===== config.mk =====
export PLATFORM = sky130hd
export DESIGN_NAME = uart_rx_frame
export DESIGN_NICKNAME = d
export VERILOG_FILES = /design/src/rtl/uart_rx_frame.sv
export SDC_FILE = /design/constraint.sdc
export NUM_CORES = 1
export LEC_CHECK = 0
export CAP_MARGIN = 5
export CORE_UTILIZATION = 50
export CTS_BUF_LIST = sky130_fd_sc_hd__clkbuf_8
export DETAILED_ROUTE_END_ITERATION = 8
export GPL_TIMING_DRIVEN = 0
export HOLD_SLACK_MARGIN = 0.15
export PLACE_DENSITY = 0.71
export SYNTH_ARGS = -nofsm -noshare
export SYNTH_HDL_FRONTEND = slang
export SYNTH_SLANG_ARGS = --single-unit

===== constraint.sdc =====
create_clock -name clk -period 2.04 [get_ports clk]
set_input_delay 0.51 -clock clk [delete_from_list [all_inputs] [get_ports clk]]
set_output_delay 0.51 -clock clk [all_outputs]
set_load 0.05 [all_outputs]

===== src/rtl/uart_rx_frame.sv =====
// rtl/uart_rx_frame.sv - parametrised UART receiver with parity, stop-bit checks and read handshake
module uart_rx_frame #(
    parameter int C_CLK_FRQ   = 100000000,
    parameter int C_TRX_RATE  = 1000000,
    parameter int C_DATA_BITS = 8,
    parameter int C_PARITY    = 0,
    parameter int C_STOP_BITS = 1
) (
    input  logic                   clk,
    input  logic                   rstb,
    input  logic                   rx,
    input  logic                   read,
    output logic [C_DATA_BITS-1:0] data,
    output logic                   ready,
    output logic                   err_frame,
    output logic                   err_parity,
    output logic                   err_overrun,
    output logic                   busy
);

    localparam int P  = C_CLK_FRQ / C_TRX_RATE;
    localparam int H  = P / 2;
    localparam int CW = $clog2(P + 1);

    localparam logic [CW-1:0] C_P_LAST  = CW'(P - 1);
    localparam logic [CW-1:0] C_H_LAST  = CW'(H - 1);
    localparam logic [3:0]    C_DB_LAST = 4'(C_DATA_BITS - 1);
    localparam logic [3:0]    C_SB_LAST = 4'(C_STOP_BITS - 1);
    localparam logic          C_PAR_REF = (C_PARITY == 1);

    generate
        if (P < 4) begin : g_bad_rate
            $error("uart_rx_frame: C_CLK_FRQ/C_TRX_RATE must be at least 4");
        end
        if (C_DATA_BITS < 5 || C_DATA_BITS > 9) begin : g_bad_width
            $error("uart_rx_frame: C_DATA_BITS must be 5..9");
        end
        if (C_PARITY < 0 || C_PARITY > 2) begin : g_bad_parity
            $error("uart_rx_frame: C_PARITY must be 0, 1 or 2");
        end
        if (C_STOP_BITS < 1 || C_STOP_BITS > 2) begin : g_bad_stop
            $error("uart_rx_frame: C_STOP_BITS must be 1 or 2");
        end
    endgenerate

    typedef enum logic [2:0] {
        S_IDLE,
        S_START,
        S_DATA,
        S_PARITY,
        S_STOP
    } t_state;

    t_state                   r_state;
    t_state                   w_state_nxt;
    logic                     r_rx_m;
    logic                     r_rx_s;
    logic [CW-1:0]            r_cnt;
    logic [3:0]               r_nb;
    logic [C_DATA_BITS-1:0]   r_shift;
    logic                     r_armed;
    logic                     r_ferr;
    logic                     r_perr;
    logic                     r_commit;
    logic                     r_busy;
    logic [C_DATA_BITS-1:0]   r_data;
    logic                     r_ready;
    logic                     r_err_frame;
    logic                     r_err_parity;
    logic                     r_err_overrun;

    logic                     w_sample;
    logic                     w_last_bit;
    logic                     w_frame_end;
    logic                     w_ferr_final;
    logic                     w_state_chg;
    logic                     w_start_entry;

    // rx is asynchronous to clk; reset to the idle level so reset never looks like a start bit
    always_ff @(posedge clk or negedge rstb) begin
        if (!rstb) begin
            r_rx_m <= 1'b1;
            r_rx_s <= 1'b1;
        end else begin
            r_rx_m <= rx;
            r_rx_s <= r_rx_m;
        end
    end

    always_ff @(posedge clk or negedge rstb) begin
        if (!rstb) begin
            r_state <= S_IDLE;
            r_busy  <= 1'b0;
        end else begin
            r_state <= w_state_nxt;
            r_busy  <= (w_state_nxt != S_IDLE);
        end
    end

    always_comb begin
        w_state_nxt = r_state;
        case (r_state)
            S_IDLE:   if (r_armed && !r_rx_s) w_state_nxt = S_START;
            S_START:  if (w_sample) w_state_nxt = r_rx_s ? S_IDLE : S_DATA;
            S_DATA:   if (w_sample && w_last_bit)
                          w_state_nxt = (C_PARITY != 0) ? S_PARITY : S_STOP;
            S_PARITY: if (w_sample) w_state_nxt = S_STOP;
            S_STOP:   if (w_sample && w_last_bit) w_state_nxt = S_IDLE;
            default:  w_state_nxt = S_IDLE;
        endcase
    end

    always_comb begin
        w_sample   = 1'b0;
        w_last_bit = 1'b0;
        case (r_state)
            S_START:  w_sample = (r_cnt == C_H_LAST);
            S_DATA: begin
                w_sample   = (r_cnt == C_P_LAST);
                w_last_bit = (r_nb == C_DB_LAST);
            end
            S_PARITY: begin
                w_sample   = (r_cnt == C_P_LAST);
                w_last_bit = 1'b1;
            end
            S_STOP: begin
                w_sample   = (r_cnt == C_P_LAST);
                w_last_bit = (r_nb == C_SB_LAST);
            end
            default: ;
        endcase
    end

    assign w_state_chg   = (w_state_nxt != r_state);
    assign w_start_entry = (r_state == S_IDLE) && (w_state_nxt == S_START);
    assign w_frame_end   = (r_state == S_STOP) && w_sample && w_last_bit;
    assign w_ferr_final  = r_ferr | ~r_rx_s;

    always_ff @(posedge clk or negedge rstb) begin
        if (!rstb) begin
            r_cnt    <= '0;
            r_nb     <= '0;
            r_shift  <= '0;
            r_armed  <= 1'b1;
            r_ferr   <= 1'b0;
            r_perr   <= 1'b0;
            r_commit <= 1'b0;
        end else begin
            if (r_state == S_IDLE || w_state_chg || w_sample)
                r_cnt <= '0;
            else
                r_cnt <= r_cnt + 1'b1;

            if (w_sample && (r_state == S_DATA || r_state == S_STOP))
                r_nb <= w_last_bit ? 4'd0 : r_nb + 4'd1;

            if (w_sample && r_state == S_DATA)
                r_shift <= {r_rx_s, r_shift[C_DATA_BITS-1:1]};

            if (w_start_entry) begin
                r_ferr <= 1'b0;
                r_perr <= 1'b0;
            end else begin
                if (w_sample && r_state == S_PARITY)
                    r_perr <= ((^r_shift) ^ r_rx_s) != C_PAR_REF;
                if (w_sample && r_state == S_STOP && !r_rx_s)
                    r_ferr <= 1'b1;
            end

            // a frame that ends on a low line must see the line high again before re-arming
            if (w_frame_end && w_ferr_final)
                r_armed <= 1'b0;
            else if (r_state == S_IDLE && r_rx_s)
                r_armed <= 1'b1;

            r_commit <= w_frame_end;
        end
    end

    always_ff @(posedge clk or negedge rstb) begin
        if (!rstb) begin
            r_data        <= '0;
            r_ready       <= 1'b0;
            r_err_frame   <= 1'b0;
            r_err_parity  <= 1'b0;
            r_err_overrun <= 1'b0;
        end else if (r_commit) begin
            r_data       <= r_shift;
            r_ready      <= 1'b1;
            r_err_frame  <= r_ferr;
            r_err_parity <= r_perr;
            if (r_ready && !read)
                r_err_overrun <= 1'b1;
            else if (r_ready && read)
                r_err_overrun <= 1'b0;
        end else if (r_ready && read) begin
            r_ready       <= 1'b0;
            r_err_overrun <= 1'b0;
        end
    end

    assign data        = r_data;
    assign ready       = r_ready;
    assign err_frame   = r_err_frame;
    assign err_parity  = r_err_parity;
    assign err_overrun = r_err_overrun;
    assign busy        = r_busy;

endmodule


==> results of run 1 <==
synthesized netlist by cell type (2+ instances only):
| library cell | n | share of area [%] |
|---|---|---|
| mux2_1 | 3 | 1.8 |
| nand4b_1 | 2 | 0.91 |
| xor2_1 | 2 | 0.91 |
| xnor2_1 | 12 | 5.5 |
| and3_1 | 2 | 0.65 |
| nand2_1 | 10 | 2.0 |
| o21ai_2 | 2 | 0.91 |
| nand4bb_1 | 3 | 1.8 |
| o21ai_0 | 3 | 0.78 |
| dfstp_2 | 3 | 4.1 |
| inv_1 | 8 | 1.6 |
| o21ai_1 | 3 | 0.78 |
| dfrtp_1 | 38 | 49 |
| nor2_1 | 15 | 2.9 |
| a21o_1 | 2 | 0.78 |
| mux2_2 | 15 | 8.8 |
| a22o_1 | 3 | 1.4 |
| ha_1 | 3 | 2.0 |
| nand3_1 | 5 | 1.3 |
| a21oi_1 | 6 | 1.6 |
| nor2b_1 | 2 | 0.65 |
flip-flops by register name (all words and copies together) (netlist names), named ones only:
| name | cells |
|---|---|
| r_commit | 1 |
| r_rx_m | 1 |
| r_armed | 1 |
| r_perr | 1 |
| r_rx_s | 1 |
| err_frame | 1 |
| r_cnt | 7 |
| busy | 1 |
| r_shift | 8 |
| r_nb | 4 |
| data | 8 |
| r_state | 3 |
| err_parity | 1 |
| ready | 1 |
| r_ferr | 1 |
kinds of logic after synthesis:
group | Yosys count | synth area share, %
xor gates and xnor gates | 14 | 6.38
buffers and inverters | 12 | 2.80
AOI/OAI and AO/OA | 28 | 10.7
muxes | 18 | 10.5
DFF | 41 | 53.5
and+or+nand+nor | 47 | 14.1
adders and majority gates | 3 | 1.95
per-stage QoR:
step | instances | area, sq um
after floorplan | 163 | 1920
after detailed placement | 227 | 2140
final | 235 | 2220
after CTS | 235 | 2220
after global routing | 235 | 2220
after global placement | 227 | 2140
per-layer routing:
layer  part of all wire [%]  GRT usage (%)
met3                    4.4           5.71
met1                     46           24.5
met4                   0.37           4.55
met2                     49           29.5
met5                      0              0
how the worst min path moves through the flow:
| stage | startpoint | end | slack (ns) | cells after the start |
|---|---|---|---|---|
| 5_1_grt | r_rx_m | r_rx_s | 0.36 | 0 |
| 3_5_place_dp | r_rx_m | r_rx_s | 0.35 | 0 |
| 2_1_floorplan | rstb | async pin | 0.21 | 0 |
| 4_1_cts | rstb | data[3] | 0.36 | 1 |
| 3_3_place_gp | r_rx_m | r_rx_s | 0.35 | 0 |
| 6_report | rstb | data[3] | 0.34 | 1 |
power by group through the flow:
| stage | logic (mW) | registers, mW | clock network (mW) |
|---|---|---|---|
| after floorplan | 0.146 | 0.942 | 0 |
| after global placement | 0.199 | 0.946 | 0 |
| after detailed placement | 0.203 | 0.953 | 0 |
| after CTS | 0.205 | 0.937 | 0.498 |
| after global routing | 0.231 | 0.949 | 0.532 |
| final | 0.201 | 0.938 | 0.478 |
cell type report:
type | count | area [sq um]
sequential | 41 | 1030
multi-input combinational | 110 | 840
fill | 305 | 1440
clock inverter | 3 | 12.5
inverter | 8 | 30.0
tap | 48 | 60.1
buffer | 4 | 23.8
clock buffer | 5 | 68.8
timing repair buffer | 16 | 158
layout by cell type (no fill, tap or decap), types with 2 or more instances in the layout:
cell	netlist	final
ha_1	3	3
nand4bb_1	3	3
a22o_1	3	3
dfstp_2	3	3
nand2_1	10	10
clkbuf_8	0	5
o21ai_0	3	3
dfrtp_1	38	38
and3_1	2	2
a21o_1	2	2
inv_1	8	10
mux2_1	3	3
nor2b_1	2	2
o21ai_1	3	3
xnor2_1	12	12
nand3_1	5	5
xor2_1	2	2
a21oi_1	6	6
nand4b_1	2	2
clkdlybuf4s50_1	0	14
mux2_2	15	15
buf_2	1	2
nor2_1	15	15
o21ai_2	2	2
==> impl_metrics.ini, run 1 <==
[status]
status = completed

[min_path]
hp-class = primary input to async pin

[timing]
worst_pin_slew_ns = 0.873
skew_ns = 0.00637
min_period_ns = 1.95
layout_setup_ws_ns = 0.0899
rsz0062_at_grt = false
finalHoldViolCount = 0
hold_ws_ns = 0.341
fin_tns_setup_ns = 0
period_share_pct = 95.6
max_freq_mhz = 513
slew_headroom_pct = 41.8
final-max-slew-violation-count = 0
setup_violations = 0

[yosys]
synthesis.area_sq_um = 1920
async_flop_share_pct = 100
synth_ff_type = dfrtp_1
ys_types = 42
syn_nets = 170
synth-seq-area-share_pct = 53.5
synth_cells = 163
synth_edf_count = 0
syn_avg_cell_area_sq_um = 11.8
ys_ff_latch = 41
yosys_warnings = 0

[drt]
wl_per_cell_um = 13.9
avgViaCountPerCell = 5.49
drt_wl_total_mm = 3.26
drcViolationCount = 0
first_iter_violations = 53
vias = 1290
ant_nets = 0
first_pass_iters = 4

[grt]
grtUsageTotal_pct = 18.5
grt_pass1_wl_mm = 5.86
antenna_found_initial = 0
grt_pass1_vias = 1302
grt_max_degree = 42
gr-total-overflow = 0

[critical_path]
worstSetupEndpointType = output port
rr_endpoint = r_shift[0]
worstRegToRegCells = 4
cp_cell_sequence = clkdlybuf4s50_1
r2r_setup_slack_ns = 0.20
cp_num_buf_inv = 1
crit_cells = 1
cp.arrival_ns = 1.44
critPathTopFamily = buffers and inverters
worstSetupEndpoint = data[4]
critPathMaxFanout = 2
startpoint = data[4]
reg2reg_from = r_cnt[4]
critical-path-max-stage-delay_ns = 0.80
critPathLaunchType = register
cp.required_ns = 1.53
path_class = register to output port
slowest_stage = clkdlybuf4s50_1

[clocking]
cts_tree = done
clockBufferDepth = 2
cts-root-buf = clkbuf_8
post-cts-setup-buffers = 0
hold_buffers = 0
clk_latency_ns = 0.28
clock_sinks = 41
htreeDepth = 2
clk_pin_slew_ns = 0.07
cts_resized = 0
numCtsBuffers = 5

[place]
pre_cts_slack_ns = 0.213
place_hpwl_mm = 2.35
gp_congestion = 0.902
io_buffers = 16

[power]
p_sw_uw = 421
p_per_area_nw_per_um2 = 728
comb_power_share_pct = 12.4
total_power_mw = 1.62
irDropWorstVdd_v = 0.000502
intPower_mw = 1.20
clkPwrFrac_pct = 29.6
power.share.sequential_pct = 58.0
p_sw_share_pct = 26.0
p_leak_nw = 1.02

[layout]
antennaDiodeCount = 0
nNetsFinal = 193
drive_gt1_share_pct = 18.7
fin_util_pct = 60.7
area_growth_pct = 15.5

[floorplan]
core-area_sq_um = 3660
die_area_sq_um = 4100
row_count = 22
pin_count = 17
fp.dieH_um = 64.0
die_x_um = 64.0
start_util_pct = 52.5

[flow_run]
drv_cap = 0
(Power assumes the default switching activity.)
==> inputs of run 2 (changes only) <==
--- a/config.mk
+++ b/config.mk
@@ -12,6 +12,7 @@
 export GPL_TIMING_DRIVEN = 0
 export HOLD_SLACK_MARGIN = 0.15
 export PLACE_DENSITY = 0.71
+export RECOVER_POWER = 25
 export SYNTH_ARGS = -nofsm -noshare
 export SYNTH_HDL_FRONTEND = slang
 export SYNTH_SLANG_ARGS = --single-unit
==> run 2 against run 1 <==
Non-clock buffer count unchanged. Wire length unchanged. Critical path type unchanged. Sequential cell count unchanged. Clock power about the same. Worst setup slack unchanged. Cell count unchanged.
==> impl_metrics.ini, run 2 (synthesized netlist as in run 1, its figures left out) <==
[place]
pre_cts_slack_ns = 0.213
place_hpwl_mm = 2.35
gp_congestion = 0.902
io_buffers = 16
placed_area_sq_um = 2140

[layout]
layout_commonest_cell = dfrtp_1
area_growth_pct = 15.5
nNetsFinal = 193
fin_util_pct = 60.7
antennaDiodeCount = 0
finish.instance_area_sq_um = 2220
drive_gt1_share_pct = 18.7
final_cell_mix = dfrtp_1, nor2_1, mux2_2, clkdlybuf4s50_1, xnor2_1

[grt]
gr-total-overflow = 0
grt_pass1_vias = 1302
busiest_layer = met2
grtUsageTotal_pct = 18.5
grt_max_degree = 42
grt_use_met2_pct = 29.5
grtUsageMet1_pct = 24.5
met3_usage_pct = 5.71
grt_pass1_wl_mm = 5.86
antenna_found_initial = 0

[drt]
drt_wl_total_mm = 3.26
vias = 1290
first_iter_violations = 53
ant_nets = 0
drcViolationCount = 0
avgViaCountPerCell = 5.49
first_pass_iters = 4
wl_per_cell_um = 13.9

[critical_path]
rr_endpoint = r_shift[0]
startpoint = data[4]
worstSetupEndpoint = data[4]
cp_cell_sequence = clkdlybuf4s50_1
cp_num_buf_inv = 1
r2r_setup_slack_ns = 0.20
worstRegToRegCells = 4
path_class = register to output port
cp.required_ns = 1.53
critical-path-max-stage-delay_ns = 0.80
slowest_stage = clkdlybuf4s50_1
cp.arrival_ns = 1.44
critPathTopFamily = buffers and inverters
critPathLaunchType = register
crit_cells = 1
critPathMaxFanout = 2
worstSetupEndpointType = output port
reg2reg_from = r_cnt[4]

[timing]
skew_ns = 0.00637
layout_setup_ws_ns = 0.0899
hold_ws_ns = 0.356
setup_violations = 0
min_period_ns = 1.95
final-max-slew-violation-count = 0
rsz0062_at_grt = false
max_freq_mhz = 513
slew_headroom_pct = 34.8
finalHoldViolCount = 0
period_share_pct = 95.6
worst_pin_slew_ns = 0.978

[clocking]
numCtsBuffers = 5
clk_pin_slew_ns = 0.07
clockBufferDepth = 2
cts-root-buf = clkbuf_8
clock_sinks = 41
cts_resized = 0
cts_tree = done
hold_buffers = 0
htreeDepth = 2
clk_latency_ns = 0.28
post-cts-setup-buffers = 0

[floorplan]
row_count = 22
fp.dieH_um = 64.0
die_x_um = 64.0
core-area_sq_um = 3660
start_util_pct = 52.5
die_area_sq_um = 4100
pin_count = 17

[power]
irDropWorstVdd_v = 0.000502
intPower_mw = 1.20
power.share.sequential_pct = 58.0
p_sw_share_pct = 26.0
clkPwrFrac_pct = 29.6
comb_power_share_pct = 12.4
p_leak_nw = 1.02
p_sw_uw = 421
p_per_area_nw_per_um2 = 728

[min_path]
hp-class = register to register

[status]
status = completed

[flow_run]
drv_cap = 0
run 2: cell count changes in the layout (fill, tap and decap cells not counted):
cell	previous run	this run
buf_2	2	1
clkdlybuf4s50_1	14	13
dlygate4sd3_1	0	1
clkbuf_2	0	1
run 2: metal layers:
metal | up-vias | routed length [um]
li1 | 615 | -
met3 | 2 | 142
met5 | - | 0
met2 | 31 | 1600
met1 | 642 | 1510
met4 | 0 | 12
run 2: final cells by class:
type                       instances  area, sq um
tap                               48         60.1
inverter                           8         30.0
timing repair buffer              16          158
clock buffer                       5         68.8
fill                             305         1440
buffer                             4         23.8
multi-input combinational        110          840
sequential                        41         1030
clock inverter                     3         12.5
run 2: worst min-delay path by stage:
stage	from	end	slack, ns	cells after the start
after floorplan	rstb	async pin	0.21	0
after global placement	r_rx_m	r_rx_s	0.35	0
after detailed placement	r_rx_m	r_rx_s	0.35	0
after CTS	rstb	data[3]	0.36	1
after global routing	r_rx_m	r_rx_s	0.36	0
final	r_rx_m	r_rx_s	0.36	0
run 2: metrics by stage:
| step | std cells | power, mW | TNS [ns] |
|---|---|---|---|
| after floorplan | 163 | 1.09 | 0 |
| after global placement | 227 | 1.15 | -16.96 |
| after detailed placement | 227 | 1.16 | 0 |
| after CTS | 235 | 1.64 | 0 |
| after global routing | 235 | 1.71 | 0 |
| final | 235 | 1.62 | 0 |
run 2: power by group through the flow:
stage	combinational, mW	clock (mW)	sequential, mW
2_1_floorplan	0.146	0	0.942
3_5_place_dp	0.203	0	0.953
4_1_cts	0.205	0.498	0.937
3_3_place_gp	0.199	0	0.946
6_report	0.200	0.478	0.938
5_1_grt	0.230	0.532	0.949
